--- src/rtl/spi_master_fifo.sv ---
// spi_master_fifo: register-mapped SPI master with TX/RX FIFOs, burst framing and sticky overflow.
// Optional build macro SPI_AUTO_SS_EN: drive SlaveSelectors only while a burst is in flight.

module spi_master_fifo_buf #(
  parameter int DEPTH = 4
) (
  input  logic       clk,
  input  logic       rst_n,
  input  logic       push,
  input  logic       pop,
  input  logic [7:0] din,
  output logic [7:0] dout,
  output logic       empty,
  output logic       full
);
  localparam int AW = $clog2(DEPTH);
  localparam int CW = $clog2(DEPTH + 1);

  logic [7:0]    mem [DEPTH];
  logic [AW-1:0] wr_ptr;
  logic [AW-1:0] rd_ptr;
  logic [CW-1:0] count;
  logic          do_push;
  logic          do_pop;

  assign do_push = push && !full;
  assign do_pop  = pop && !empty;
  assign empty   = (count == '0);
  assign full    = (count == CW'(DEPTH));
  assign dout    = mem[rd_ptr];

  // Power-of-two depth lets the pointers wrap naturally.
  always_ff @(posedge clk or negedge rst_n) begin
    if (!rst_n) begin
      wr_ptr <= '0;
      rd_ptr <= '0;
      count  <= '0;
    end else begin
      if (do_push) wr_ptr <= wr_ptr + AW'(1);
      if (do_pop)  rd_ptr <= rd_ptr + AW'(1);
      case ({do_push, do_pop})
        2'b10:   count <= count + CW'(1);
        2'b01:   count <= count - CW'(1);
        default: count <= count;
      endcase
    end
  end

  always_ff @(posedge clk) begin
    if (do_push) mem[wr_ptr] <= din;
  end
endmodule

module spi_master_fifo #(
  parameter int FIFO_DEPTH = 4,
  parameter int NUM_SS     = 8,
  parameter int PRE_W      = 4
) (
  input  logic              Clk,
  input  logic              Rst_n,
  input  logic [1:0]        Addr,
  input  logic              Wr,
  input  logic              Rd,
  input  logic [7:0]        DataWr,
  output logic [7:0]        DataRd,
  input  logic              MISO,
  output logic              MOSI,
  output logic              SCK,
  output logic [NUM_SS-1:0] SlaveSelectors
);
  typedef enum logic [1:0] {IDLE, LOAD, SHIFT, DONE} state_t;

  localparam logic [1:0] A_CTRL   = 2'd0;
  localparam logic [1:0] A_CONFIG = 2'd1;
  localparam logic [1:0] A_SSELEC = 2'd2;
  localparam logic [1:0] A_BUFFER = 2'd3;

  logic              en;
  logic              cpol;
  logic              cpha;
  logic [PRE_W-1:0]  pre;
  logic [NUM_SS-1:0] ssel;
  logic              rx_ovf;
  logic              tx_ovf;
  logic              busy;

  state_t            state;
  logic [7:0]        tx_sh;
  logic [7:0]        rx_sh;
  logic [PRE_W-1:0]  div_cnt;
  logic [PRE_W-1:0]  pre_l;
  logic [3:0]        edge_cnt;
  logic              cpha_l;

  logic              tx_push;
  logic              tx_pop;
  logic [7:0]        tx_dout;
  logic              tx_empty;
  logic              tx_full;
  logic              rx_push;
  logic              rx_pop;
  logic [7:0]        rx_dout;
  logic              rx_empty;
  logic              rx_full;

  assign tx_push = Wr && (Addr == A_BUFFER);
  assign rx_pop  = Rd && (Addr == A_BUFFER);
  assign tx_pop  = (state == LOAD);
  assign rx_push = (state == DONE);

  spi_master_fifo_buf #(.DEPTH(FIFO_DEPTH)) u_tx (
    .clk(Clk), .rst_n(Rst_n), .push(tx_push), .pop(tx_pop),
    .din(DataWr), .dout(tx_dout), .empty(tx_empty), .full(tx_full)
  );

  spi_master_fifo_buf #(.DEPTH(FIFO_DEPTH)) u_rx (
    .clk(Clk), .rst_n(Rst_n), .push(rx_push), .pop(rx_pop),
    .din(rx_sh), .dout(rx_dout), .empty(rx_empty), .full(rx_full)
  );

  // A set event in the same cycle as a clear wins, so no overflow is lost.
  always_ff @(posedge Clk or negedge Rst_n) begin
    if (!Rst_n) begin
      en     <= 1'b0;
      cpol   <= 1'b0;
      cpha   <= 1'b0;
      pre    <= '0;
      ssel   <= '1;
      rx_ovf <= 1'b0;
      tx_ovf <= 1'b0;
    end else begin
      if (Wr && Addr == A_CTRL) begin
        en <= DataWr[0];
        if (DataWr[1]) begin
          rx_ovf <= 1'b0;
          tx_ovf <= 1'b0;
        end
      end
      if (Wr && Addr == A_CONFIG) begin
        cpol <= DataWr[5];
        cpha <= DataWr[4];
        pre  <= DataWr[PRE_W-1:0];
      end
      if (Wr && Addr == A_SSELEC) ssel <= DataWr[NUM_SS-1:0];
      if (tx_push && tx_full) tx_ovf <= 1'b1;
      if (rx_push && rx_full) rx_ovf <= 1'b1;
    end
  end

  always_comb begin
    DataRd = 8'h00;
    case (Addr)
      A_CTRL:   DataRd = {busy, tx_full, tx_empty, rx_full, rx_empty, rx_ovf | tx_ovf, 1'b0, en};
      A_CONFIG: DataRd = {2'b00, cpol, cpha, 4'(pre)};
      A_SSELEC: DataRd = 8'(ssel);
      default:  DataRd = rx_empty ? 8'h00 : rx_dout;
    endcase
  end

`ifdef SPI_AUTO_SS_EN
  logic [NUM_SS-1:0] ss_q;
  assign SlaveSelectors = ss_q;
`else
  assign SlaveSelectors = ssel;
`endif

  // Edge parity against the latched CPHA decides sample versus shift on each SCK toggle.
  always_ff @(posedge Clk or negedge Rst_n) begin
    if (!Rst_n) begin
      state    <= IDLE;
      busy     <= 1'b0;
      SCK      <= 1'b0;
      MOSI     <= 1'b0;
      tx_sh    <= 8'h00;
      rx_sh    <= 8'h00;
      div_cnt  <= '0;
      pre_l    <= '0;
      edge_cnt <= 4'd0;
      cpha_l   <= 1'b0;
`ifdef SPI_AUTO_SS_EN
      ss_q     <= '1;
`endif
    end else begin
      case (state)
        IDLE: begin
          SCK <= cpol;
          if (en && !tx_empty) begin
            state <= LOAD;
            busy  <= 1'b1;
`ifdef SPI_AUTO_SS_EN
            ss_q  <= ssel;
`endif
          end
        end
        LOAD: begin
          cpha_l   <= cpha;
          pre_l    <= pre;
          SCK      <= cpol;
          div_cnt  <= '0;
          edge_cnt <= 4'd0;
          if (!cpha) begin
            MOSI  <= tx_dout[7];
            tx_sh <= {tx_dout[6:0], 1'b0};
          end else begin
            tx_sh <= tx_dout;
          end
          state <= SHIFT;
        end
        SHIFT: begin
          if (div_cnt == pre_l) begin
            div_cnt  <= '0;
            SCK      <= ~SCK;
            edge_cnt <= edge_cnt + 4'd1;
            if (edge_cnt[0] == cpha_l) begin
              rx_sh <= {rx_sh[6:0], MISO};
            end else begin
              MOSI  <= tx_sh[7];
              tx_sh <= {tx_sh[6:0], 1'b0};
            end
            if (edge_cnt == 4'd15) state <= DONE;
          end else begin
            div_cnt <= div_cnt + PRE_W'(1);
          end
        end
        default: begin
          if (en && !tx_empty) begin
            state <= LOAD;
          end else begin
            state <= IDLE;
            busy  <= 1'b0;
`ifdef SPI_AUTO_SS_EN
            ss_q  <= '1;
`endif
          end
        end
      endcase
    end
  end
endmodule

--- config.mk ---
export PLATFORM = sky130hd
export DESIGN_NAME = spi_master_fifo
export DESIGN_NICKNAME = d
export VERILOG_FILES = /design/src/rtl/spi_master_fifo.sv
export SDC_FILE = /design/constraint.sdc
export NUM_CORES = 1
export LEC_CHECK = 0
export CAP_MARGIN = 20
export CORE_ASPECT_RATIO = 1.75
export CORE_MARGIN = 2
export CORE_UTILIZATION = 40
export CTS_CLUSTER_DIAMETER = 50
export CTS_CLUSTER_SIZE = 10
export DETAILED_ROUTE_END_ITERATION = 8
export PLACE_DENSITY = 0.56
export REMOVE_ABC_BUFFERS = 1
export SLEW_MARGIN = 10
export SYNTH_ARGS = -nofsm -noshare
export SYNTH_HDL_FRONTEND = slang
export SYNTH_SLANG_ARGS = --single-unit
--- constraint.sdc ---
create_clock -name Clk -period 5.96 [get_ports Clk]
set_input_delay 1.192 -clock Clk [delete_from_list [all_inputs] [get_ports Clk]]
set_output_delay 1.192 -clock Clk [all_outputs]
set_load 0.02 [all_outputs]
# --- Word level (Yosys, flattened, before mapping) ---
# Memories as Yosys holds them, arrays and structs flattened.
# Cells that the tools add are included.
# Widths: inputs -> output; s select.
word_totals:
  output_inout_bits: 18
  ff_bits: 65
  elab_cells: 132
  n_memories: 2
  ram_bits: 64
  inputBits: 15
op_classes:
  add_sub_neg: 10
  mux: 34
  n_eq_ne: 21
  n_reduce_logical: 39
  n_bitwise: 3
mem_list:
  columns: ["memory", "words", "word_bits", "rd", "rd_ports_with_merged_regs", "wr", "line_no", "text"]
  rows:
  - ["u_rx.mem", 4, 8, 1, 0, 1, "19", "logic [7:0] mem [DEPTH];"]
  - ["u_tx.mem", 4, 8, 1, 0, 1, "19", null]
ops:
  columns: ["op", "count"]
  rows:
  - ["$mux 8", 4]
  - ["$pmux 8 s3", 1]
  - ["$pmux 4 s2", 2]
  - ["$pmux 8 s2", 1]
  - ["$reduce_bool 2->1", 8]
  - ["$mux 1", 15]
  - ["$eq 2x2->1 const B", 6]
  - ["$logic_and 1x1->1", 12]
  - ["$pmux 3 s2", 2]
  - ["$reduce_and 3->1", 4]
  - ["$ne 2x2->1 const B", 5]
  - ["$add 2x1->2 const B", 4]
  - ["$add 4x1->4 const B", 2]
  - ["$eq 2x1->1 const B", 4]
  - ["$mux 4", 2]
  - ["$reduce_and 2->1", 4]
  - ["$add 3x1->3 const B", 2]
  - ["$eq 3x3->1 const B", 2]
  - ["$logic_not 3->1", 2]
  - ["$mux 2", 3]
  - ["$pmux 1 s2", 3]
  - ["$pmux 2 s3", 1]
  - ["$sub 3x1->3 const B", 2]
  - ["$eq 4x4->1", 1]
  - ["9 further kinds", 15]

# --- Logic depth before layout (Yosys ltp) ---
depth:
  word_depth: 5
  depth_mapped: 10
  depth_no_buf: 10

# --- Hierarchy ---
# Synthesis repeated with hierarchy kept, for this count alone.
unflattened:
  cells_unflattened: 403
  hier_area_um2: 5960.7
modules_own_cells:
  columns: ["module", "seq_area_each_um2", "n_inst", "area_each_um2", "cells_per_inst"]
  rows:
  - ["spi_master_fifo_buf", 1136.1, 2, 1592.8, 79]
  - ["spi_master_fifo", 1286.2, 1, 2775.2, 245]

# --- Worst setup path before layout ---
# Ideal clock, no wire load.
synth_path:
  path_kind: "input -> output"
  from: "input Addr[0]"
  to: "output DataRd[1]"
  t_arrival_ns: 2.353
  t_required_ns: 4.768
  setup_slack_ns: 2.415
  stages: 5
  path_buffers: 2
  path_cell_list: "clkbuf_1 > o31a_1 > clkbuf_1 > a22oi_1 > o21ai_0"
synth_between:
  elab_chain_cells: 2
  elab_cells_between_ends: 4
  classes_between: "eq/ne: 2; mux: 1; reduce/logical: 1"
synth_rtl:
  columns: ["element", "line_no", "text"]
  rows:
  - ["start: declaration", "61", "input logic [1:0] Addr,"]
  - ["$eq 2x2->1, or another cell as far along", "152", "case (Addr)"]
  - ["$pmux 8 s3 (*)", "152", null]
  - ["end: declaration", "65", "output logic [7:0] DataRd,"]
# Every way passes the cells marked *; elsewhere a longest branch is shown, timed or not.

# --- Final worst setup path ---
layout_path:
  from: "input Addr[0]"
  to: "output DataRd[6]"
# The elaborated chain is that of the path after synthesis.

==> results.toml <==
[outcome]
outcome = "completed"

[clock_tree]
post_cts_resized = 0
postCtsSetupRepairBufs = 0
clk_pin_slew_worst_paths_ns = 0.06
cts_tree = "done"
cts_max_level = 4
cts_hold_buf = 0
clock_sinks = 129
ctsRootBufferMaster = "clkbuf_16"
insertion_delay_ns = 0.42
cts_buffers = 17
clockBufferDepth = 2

[floorplanning]
core_mm2 = 0.0147
die-area_mm2 = 0.0159
start_util_pct = 40.5
die_y_um = 165
die_width_um = 96.2
num_rows = 59
pin_count = 33

[finish]
diodes = 0
area_delta_synth_final_pct = 17.3
multiInputGateArea_mm2 = 0.00221
fillerInstances = 1287
nets = 499
layout-drive-gt1-share_pct = 17.8
ff_latch_area_mm2 = 0.00356

[logic_synthesis]
seq_area_frac_synth_pct = 59.9
syn_area_mm2 = 0.00594
netlist_top_cells_area = "edfxtp_1, dfrtp_1, mux2_2"
synth-edff-count = 64
yosysMostFrequentCell = "edfxtp_1"
synth.distinct_cells = 55
yosys.area.top_type_share_pct = 32.3
yosys.area.top_type = "edfxtp_1"
netlist_top_cells_count = "edfxtp_1, dfrtp_1, nand2_1"
synth_seq_cells = 129
syn_inst = 437
syn_area_per_cell_um2 = 13.6
synth_flop_cell = "edfxtp_1"
async_flop_share_pct = 50.4
yosysWarnings = 0

[hold_path]
hp-class = "register to register"
worstHoldStart = "u_tx.count[2]"
min_to = "u_tx.count[2]"
hold_depth = 1

[global_routing]
grt_usage_pct = 17.4
grt_max_degree = 66
grt-ovfl-total = 0
met2_usage_pct = 33.2
use_met3_pct = 4.95
grt.busiest_layer = "met2"
grt_pass1_wl_um = 20200
met1_usage_pct = 17.8
first_global_vias = 3662
antenna_found_initial = 0

[setup_path]
cp_cell_sequence = "clkdlybuf4s50_1, o31a_1, a22oi_1, o21ai_0, clkdlybuf4s50_1"
critPathMaxStageDelay_ns = 0.86
cp.arrival_ns = 3.57
cp_num_buf_inv = 2
r2r_end = "u_rx.count[2]"
critPathMaxFanout = 16
reg2reg_depth = 9
crit_path_end_kind = "output port"
cp_slowest_cell = "clkdlybuf4s50_1"
path_common_cell = "clkdlybuf4s50_1"
critPathTopFamily = "buffers and inverters"
rrSetupSlack_ns = 3.55
r2r_start = "u_rx.count[0]"
crit_type = "input port to output port"
crit_path_start_kind = "input port"
worstPathRequired_ns = 4.77

[drt]
drt_iter0_drc = 146
route.vias.total = 3553
drtAntennaViolNets = 0
dr.pass1.iters = 5
drc = 0
wl_um = 12500
vias_per_cell = 5.38
wl_per_cell_um = 19.0

[power]
cellPowerDensity_mw_per_mm2 = 505
leakage_uw = 0.00272
ir_drop_uv = 260

[flow_run]
cap_violations = 0

[timing]
finalSetupViolCount = 0
final_hold_viol_count = 0
fin_crit_sh_pct = 80.0
rsz0062_at_grt = "no"
fmax_ghz = 0.210
slew_violations = 0
period_minus_slack_ns = 4.77
slew_headroom_pct = 34.0
finalClockSkew_ns = 0.0101
setup_tns_ns = 0
tightest_slew_ns = 0.990
worst_slack_ns = 1.19

[placement]
dp_hpwl_um = 9140
place_ws_ns = 1.22
io_buffer_count = 32
place.gp.congestion = 0.793
## sequential cells by signal, summed over array words and instances, names as in the netlist, 3 cells and up
name            count
SlaveSelectors      8
edge_cnt            4
pre_l               4
pre                 4
tx_sh               8
u_rx.mem           32
u_tx.mem           32
div_cnt             4
rx_sh               8
u_tx.count          3
u_rx.count          3
## power by group
group	internal [µW]	switching, µW
Combinational	521	593
Sequential	1160	214
Clock	595	435
Total	2280	1240
## cell families (layout without fill, tap and decap cells)
group	after synthesis	in the layout	share of synthesized area, %
flip-flops	129	129	59.9
AND/OR/NAND/NOR	93	93	7.96
AO/OA/AOI/OAI	74	74	8.82
multiplexers	60	60	13.2
buffers and inverters	42	83	3.01
XOR/XNOR	20	20	2.95
adder cells (fa/ha/maj)	19	19	4.25
## final cells by class
class                           count  share of cell area (%)
Multi-Input combinational cell    266                    31.7
Clock inverter                     15                    2.33
Tap cell                          183                    3.28
Timing Repair Buffer               33                    4.63
Clock buffer                       17                    6.10
Inverter                           18                   0.969
Sequential cell                   129                    51.0
## metrics by stage
stage                     util [%]  area [µm²]  cells  power (µW)  hold WS, ns
after floorplan                  -        5830    413        2150        0.448
after global placement        43.5        6380    629        2490        0.480
after detailed placement      43.5        6380    629        2520        0.483
after CTS                     47.5        6970    661        3560        0.491
after global routing          47.5        6970    661        3750        0.519
final                         47.5        6970    661        3520        0.487
## placed cells by master (no fill, tap or decap), types with 2 or more instances in the layout
master           Yosys  routed
edfxtp_1            64      64
dfrtp_1             57      57
nand2_1             35      35
clkdlybuf4s50_1      0      31
mux2_2              23      23
mux2i_1             20      20
a21oi_1             18      18
inv_1               17      17
ha_1                17      17
clkbuf_16            0      17
xnor2_1             13      13
nor2_1              12      12
a22oi_1             11      11
and2_1              10      10
mux4_2               9       9
o21ai_0              9       9
dfstp_2              8       8
mux2_4               8       8
nand3_1              7       7
xor2_1               7       7
inv_6                0       7
nor2b_1              6       6
a32oi_1              6       6
o221ai_1             6       6
nand2b_1             5       5
a221oi_1             4       4
nor3_1               4       4
inv_8                0       3
or3_1                2       2
and3_1               2       2
a31oi_1              2       2
o2bb2ai_1            2       2
nand3b_1             2       2
o22a_1               2       2
o211ai_1             2       2
a22o_1               2       2
fa_1                 2       2
## worst register-to-register path, cell delays in order, from the launching register on
cell and delay [ns]:
dfrtp_1 0.43, nor3b_1 0.51, nor2b_1 0.26, inv_1 0.11, ha_1 0.18, inv_1 0.06, fa_1 0.37, xor2_1 0.15
nor2_1 0.11, xor2_1 0.16
## layer usage
layer / up-vias / routed length [µm] / part of all wire (%)
met5: - / 0 / 0
met4: 0 / 136 / 1.1
met3: 12 / 456 / 3.6
met2: 70 / 7530 / 60
met1: 1792 / 4410 / 35
li1: 1679 / - / -
## worst max-delay path by stage
stage | start | cells after the start | to
final | Addr[0] | 5 | DataRd[6]
after global routing | Addr[0] | 5 | DataRd[4]
after CTS | Addr[0] | 5 | DataRd[1]
after detailed placement | Addr[0] | 5 | DataRd[1]
after global placement | Addr[0] | 5 | DataRd[7]
after floorplan | Addr[0] | 3 | DataRd[1]
(Power assumes the default switching activity.)
